[src/rtl/mem_access_unit_pkg.sv]
// Shared types for the memory-stage data-bus access unit: size codes, FSM states, dbus structs.
// Pure declarations; no timing behaviour of its own.
package mem_access_unit_pkg;

  localparam int XLEN = 64;

  typedef enum logic [1:0] {
    MEM_B = 2'b00,
    MEM_H = 2'b01,
    MEM_W = 2'b10,
    MEM_D = 2'b11
  } mem_size_t;

  typedef enum logic [2:0] {
    MSIZE1 = 3'd0,
    MSIZE2 = 3'd1,
    MSIZE4 = 3'd2,
    MSIZE8 = 3'd3
  } msize_t;

  typedef enum logic [1:0] {
    IDLE = 2'd0,
    BUSY = 2'd1,
    HOLD = 2'd2
  } mau_state_t;

  typedef struct packed {
    logic              valid;
    logic [XLEN-1:0]   addr;
    msize_t            size;
    logic [XLEN/8-1:0] strobe;
    logic [XLEN-1:0]   data;
  } dbus_req_t;

  typedef struct packed {
    logic            addr_ok;
    logic            data_ok;
    logic [XLEN-1:0] data;
  } dbus_resp_t;

  // Everything needed to replay an access from the latch while the bus is busy.
  typedef struct packed {
    logic [XLEN-1:0] addr;
    logic [XLEN-1:0] wdata;
    mem_size_t       size;
    logic            is_unsigned;
    logic            is_load;
    logic            is_store;
  } mau_req_t;

  function automatic msize_t to_msize(input mem_size_t s);
    case (s)
      MEM_B:   return MSIZE1;
      MEM_H:   return MSIZE2;
      MEM_W:   return MSIZE4;
      default: return MSIZE8;
    endcase
  endfunction

endpackage

[src/rtl/mem_align.sv]
// Byte-lane steering for the dbus: store strobe/data shift, misalign detect, load shift and extend.
// Purely combinational, zero latency; no flow control of its own.
module mem_align
  import mem_access_unit_pkg::*;
(
  input  logic [XLEN-1:0]   addr_i,
  input  mem_size_t         size_i,
  input  logic              is_unsigned_i,
  input  logic [XLEN-1:0]   wdata_i,
  input  logic [XLEN-1:0]   bus_rdata_i,
  output logic [XLEN/8-1:0] strobe_o,
  output logic [XLEN-1:0]   wdata_o,
  output logic              misalign_o,
  output logic [XLEN-1:0]   rdata_o
);

  logic [2:0]      ofs;
  logic [5:0]      bit_ofs;
  logic [7:0]      base_strobe;
  logic [XLEN-1:0] lane;
  logic            sext;

  assign ofs     = addr_i[2:0];
  assign bit_ofs = {ofs, 3'b000};
  assign sext    = ~is_unsigned_i;

  always_comb begin
    base_strobe = 8'hFF;
    misalign_o  = 1'b0;
    unique case (size_i)
      MEM_B: begin base_strobe = 8'h01; misalign_o = 1'b0;            end
      MEM_H: begin base_strobe = 8'h03; misalign_o = ofs[0];          end
      MEM_W: begin base_strobe = 8'h0F; misalign_o = |ofs[1:0];       end
      MEM_D: begin base_strobe = 8'hFF; misalign_o = |ofs;            end
    endcase
  end

  assign strobe_o = base_strobe << ofs;
  assign wdata_o  = wdata_i << bit_ofs;
  assign lane     = bus_rdata_i >> bit_ofs;

  always_comb begin
    rdata_o = lane;
    unique case (size_i)
      MEM_B: rdata_o = {{56{sext & lane[7]}},  lane[7:0]};
      MEM_H: rdata_o = {{48{sext & lane[15]}}, lane[15:0]};
      MEM_W: rdata_o = {{32{sext & lane[31]}}, lane[31:0]};
      MEM_D: rdata_o = lane;
    endcase
  end

endmodule

[src/rtl/mem_access_unit.sv]
// Memory-stage dbus access unit: one bus transaction per EX/MEM load/store, extended load data to MEM/WB.
// Zero-latency when data_ok arrives in the issue cycle; otherwise stall_m holds the pipe until data_ok.
module mem_access_unit
  import mem_access_unit_pkg::*;
(
  input  logic            clk,
  input  logic            reset,
  input  logic            in_valid,
  input  logic            in_memread,
  input  logic            in_memwrite,
  input  logic [XLEN-1:0] in_addr,
  input  logic [XLEN-1:0] in_wdata,
  input  logic [1:0]      in_size,
  input  logic            in_unsigned,
  input  logic            pipe_advance,
  output dbus_req_t       dreq,
  input  dbus_resp_t      dresp,
  output logic            stall_m,
  output logic [XLEN-1:0] rdata,
  output logic            done,
  output logic            misalign
);

  mau_state_t        state_q, state_d;
  mau_req_t          lat_q, lat_d;
  logic [XLEN-1:0]   buf_q, buf_d;

  mau_req_t          in_req, cur;
  logic [XLEN/8-1:0] strobe;
  logic [XLEN-1:0]   wdata_sh, ext, load_val;
  logic              align_mis, mem_op, access;
  logic              unused_addr_ok;

  assign unused_addr_ok = dresp.addr_ok;

  assign in_req = '{addr: in_addr, wdata: in_wdata, size: mem_size_t'(in_size),
                    is_unsigned: in_unsigned, is_load: in_memread, is_store: in_memwrite};

  // While BUSY the request must stay bit-stable, so steer from the latch rather than the inputs.
  assign cur = (state_q == BUSY) ? lat_q : in_req;

  mem_align u_align (
    .addr_i        (cur.addr),
    .size_i        (cur.size),
    .is_unsigned_i (cur.is_unsigned),
    .wdata_i       (cur.wdata),
    .bus_rdata_i   (dresp.data),
    .strobe_o      (strobe),
    .wdata_o       (wdata_sh),
    .misalign_o    (align_mis),
    .rdata_o       (ext)
  );

  assign mem_op   = in_valid & (in_memread | in_memwrite);
  assign access   = mem_op & ~align_mis;
  assign load_val = cur.is_load ? ext : '0;

  always_comb begin
    state_d     = state_q;
    lat_d       = lat_q;
    buf_d       = buf_q;
    dreq        = '0;
    stall_m     = 1'b0;
    done        = 1'b0;
    rdata       = '0;
    misalign    = 1'b0;
    dreq.addr   = cur.addr;
    dreq.size   = to_msize(cur.size);
    dreq.strobe = cur.is_store ? strobe : '0;
    dreq.data   = cur.is_store ? wdata_sh : '0;

    unique case (state_q)
      IDLE: begin
        misalign   = mem_op & align_mis;
        dreq.valid = access;
        done       = in_valid & ~access;
        if (access) begin
          stall_m = ~dresp.data_ok;
          if (dresp.data_ok) begin
            done  = 1'b1;
            rdata = load_val;
            if (!pipe_advance) begin
              state_d = HOLD;
              buf_d   = load_val;
            end
          end else begin
            state_d = BUSY;
            lat_d   = in_req;
          end
        end
      end
      BUSY: begin
        dreq.valid = 1'b1;
        stall_m    = ~dresp.data_ok;
        if (dresp.data_ok) begin
          done  = 1'b1;
          rdata = load_val;
          if (pipe_advance) begin
            state_d = IDLE;
          end else begin
            state_d = HOLD;
            buf_d   = load_val;
          end
        end
      end
      HOLD: begin
        // Data already returned; the instruction is still in EX/MEM, so no new request.
        done  = 1'b1;
        rdata = buf_q;
        if (pipe_advance) state_d = IDLE;
      end
      default: state_d = IDLE;
    endcase

    if (reset) begin
      dreq     = '0;
      stall_m  = 1'b0;
      done     = 1'b0;
      rdata    = '0;
      misalign = 1'b0;
    end
  end

  always_ff @(posedge clk or posedge reset) begin
    if (reset) begin
      state_q <= IDLE;
      lat_q   <= '0;
      buf_q   <= '0;
    end else begin
      state_q <= state_d;
      lat_q   <= lat_d;
      buf_q   <= buf_d;
    end
  end

endmodule

[config.mk]
export PLATFORM = sky130hd
export DESIGN_NAME = mem_access_unit
export DESIGN_NICKNAME = d
export VERILOG_FILES = /design/src/rtl/mem_access_unit_pkg.sv /design/src/rtl/mem_align.sv /design/src/rtl/mem_access_unit.sv
export SDC_FILE = /design/constraint.sdc
export NUM_CORES = 1
export LEC_CHECK = 0
export CORE_MARGIN = 3
export CORE_UTILIZATION = 46
export DETAILED_ROUTE_END_ITERATION = 8
export PLACE_DENSITY = 0.83
export SYNTH_ARGS = -nofsm -noshare
export SYNTH_HDL_FRONTEND = slang
export SYNTH_SLANG_ARGS = --single-unit
[constraint.sdc]
create_clock -name clk -period 12.28 [get_ports clk]
set_input_delay 2.456 -clock clk [delete_from_list [all_inputs] [get_ports clk]]
set_output_delay 2.456 -clock clk [all_outputs]
set_load 0.01 [all_outputs]
==> reports/results.ini <==
[drt]
route.final.wire_length_um=53600
drt_iter0_drc=2026
drc=0
wl_per_cell_um=22.8
drtPass1Iterations=7
viasPerCell=6.27
ant_nets=0
num_vias=14700

[cells_and_area]
drive_gt1_share_pct=14.3
fin_util_pct=62.8
area_delta_synth_final_pct=33.2
nNetsFinal=2147

[critical_path]
worst_setup_path_end_kind=output port
path_cells=clkdlybuf4s50_1 -> mux2i_4 -> buf_4 -> a2111oi_0 -> o41ai_1 -> nand3_1 -> or2_2 -> o21ai_0 -> clkdlybuf4s50_1
endpoint=rdata[21]
r2r_start=state_q[1]
r2r_setup_slack_ns=7.10
startpoint=in_addr[2]
worstPathArrival_ns=6.85
cp_data_required_time_ns=9.82
slowest_delay_ns=0.76
critical_path_class=input port to output port
critical_path_buf_inv_count=3
cpMaxStageDelayCell=nand3_1
rr_endpoint=lat_q[21]
crit_fanout=37
critPathTopFamily=buffers and inverters
startpoint_type=input port
cp_common_cell=clkdlybuf4s50_1
path_depth=9
worstRegToRegCells=9

[yosys]
yosysWarningCount=0
ys_types=58
synthArstFlopShare_pct=100
synthFlopType=dfrtp_1
synth_area_per_cell_um2=8.56
syn-cell-area_um2=14200
synth_edf_count=0
yosysSeqAreaShare_pct=35.2
synth_cells=1654
synth_nets=1857
ys_ff_latch=199

[sta]
drv_slew=0
min_period_over_period_pct=75.8
max_freq_ghz=0.107
finalHoldViolations=0
fin_setup_tns_ns=0
rsz0062_at_grt=false
setup_viol=0
worstMarginPinSlew_ns=1.21
timing.final.ws_setup_ns=2.97
finalCriticalPeriod_ns=9.31
slew_headroom_pct=19.0
finalClockSkew_ns=0.0154

[run_status]
status=finished, final reports clean

[grt]
grt_max_degree=91
grt_pass1_vias=14100
grt_pass1_wl_um=82200
gr-usage-all-layers_pct=31.2
overflow=0
antenna_found_initial=10

[place]
dp.final_hpwl_um=38000
place.gp.congestion=0.968
dp_slack_ns=3.03
portBuffers=407

[cts]
postCtsResizedCells=0
clock_sinks=199
clk_pin_slew_ns=0.07
cts_setup_buffers=0
cts_tree=built
htreeDepth=4
worst_skew_pair.late_latency_ns=0.45
holdBufCountCts=0
clock_path_buffers=2
numCtsBuffers=17
cts-root-buf=clkbuf_16

[die]
initial_core_util_pct=47.2
io-pin-count=410
rows=63
fp.dieH_um=181
fp.dieW_um=181
dieArea_um2=32900
core_area_um2=30000

[power]
p_per_area_nw_per_um2=163
peakVddDrop_uv=101
p_total_mw=3.08
leakagePower_nw=7.70

[min_path]
hp-class=flop to flop
min_from=buf_q[7]

[job]
cap_violations=0

==> worst reg2reg max path: stages, from the launching register on <==
cell and delay [ns]:
dfrtp_1 0.64, nand2b_4 0.81, buf_4 0.85, nand3_1 0.21, a31o_2 0.32, nand2_1 0.08
nor3_1 0.08, nand2_4 0.58, buf_4 0.98, mux2_2 0.52
==> power breakdown <==
group / internal (mW) / switching [mW]
registers: 0.970 / 0.202
clock network: 0.266 / 0.287
logic: 0.650 / 0.703
total: 1.89 / 1.19
==> placed cells by master, fill, tap and decap left out, types with 9 or more instances in the layout <==
cell             count
clkdlybuf4s50_1    405
clkbuf_16           17
a22o_1              57
a221oi_1            16
nand2_1            314
o31ai_2              9
mux2i_1            105
o21ai_0             66
nor2b_1             17
and3_1               9
o21ai_1             20
nand3_1             32
a311oi_1            16
mux2_2             186
a211oi_1            73
dfrtp_1            198
nor2_1             121
a211o_1              9
buf_4               24
a21oi_1            140
==> worst min path at each step <==
stage / endpoint / slack, ns / depth (start not counted)
6_report: buf_q[7] / 0.49 / 2
5_1_grt: buf_q[23] / 0.50 / 2
4_1_cts: buf_q[23] / 0.49 / 2
3_5_place_dp: buf_q[23] / 0.47 / 2
3_3_place_gp: buf_q[23] / 0.46 / 2
2_1_floorplan: buf_q[23] / 0.45 / 2
==> synthesized netlist by cell type (20+ instances only) <==
cell type / instances / area share [%]
a211oi_1: 73 / 3.9
a21oi_1: 142 / 5.0
a22o_1: 57 / 3.5
buf_1: 25 / 0.66
buf_2: 36 / 1.3
clkbuf_1: 93 / 2.5
dfrtp_1: 199 / 35
mux2_2: 186 / 15
mux2i_1: 108 / 7.6
nand2_1: 315 / 8.3
nand3_1: 32 / 1.1
nor2_1: 122 / 3.2
o21ai_0: 66 / 2.3
o21ai_1: 20 / 0.71
==> stage by stage <==
stage	hold slack, ns	cells	cell area, um2
6_report	0.486	2352	18900
5_1_grt	0.502	2352	18900
4_1_cts	0.485	2347	18900
3_5_place_dp	0.467	2315	18300
3_3_place_gp	0.461	2315	18300
2_1_floorplan	0.448	1654	14200
==> layout make-up <==
cell class / instances / area (um2)
tap: 390 / 488
sequential: 199 / 4980
multi-input combinational: 1289 / 8570
antenna: 5 / 12.5
fill: 2547 / 11200
clock inverter: 14 / 116
timing repair buffer: 431 / 4240
inverter: 6 / 30.0
clock buffer: 18 / 429
==> per-layer routing <==
layer	part of all wire, %	vias to the layer above	global-route usage, %
met4	3.7	10	10.8
met1	40	7061	42.2
met3	11	153	9.56
met2	45	953	47.7
li1	-	6562	-
met5	0.11	-	0
==> registers in the layout (all words and copies together), names as in the netlist <==
signal   flops
buf_q       64
lat_q      133
state_q      2
==> kinds of logic after synthesis <==
kind of cell / synth area share (%)
AO/OA/AOI/OAI: 21.7
buffers and inverters: 4.93
flip-flops: 35.2
multiplexers: 22.5
other: 0.0265
AND/OR/NAND/NOR: 15.7
(Power assumes the default switching activity.)
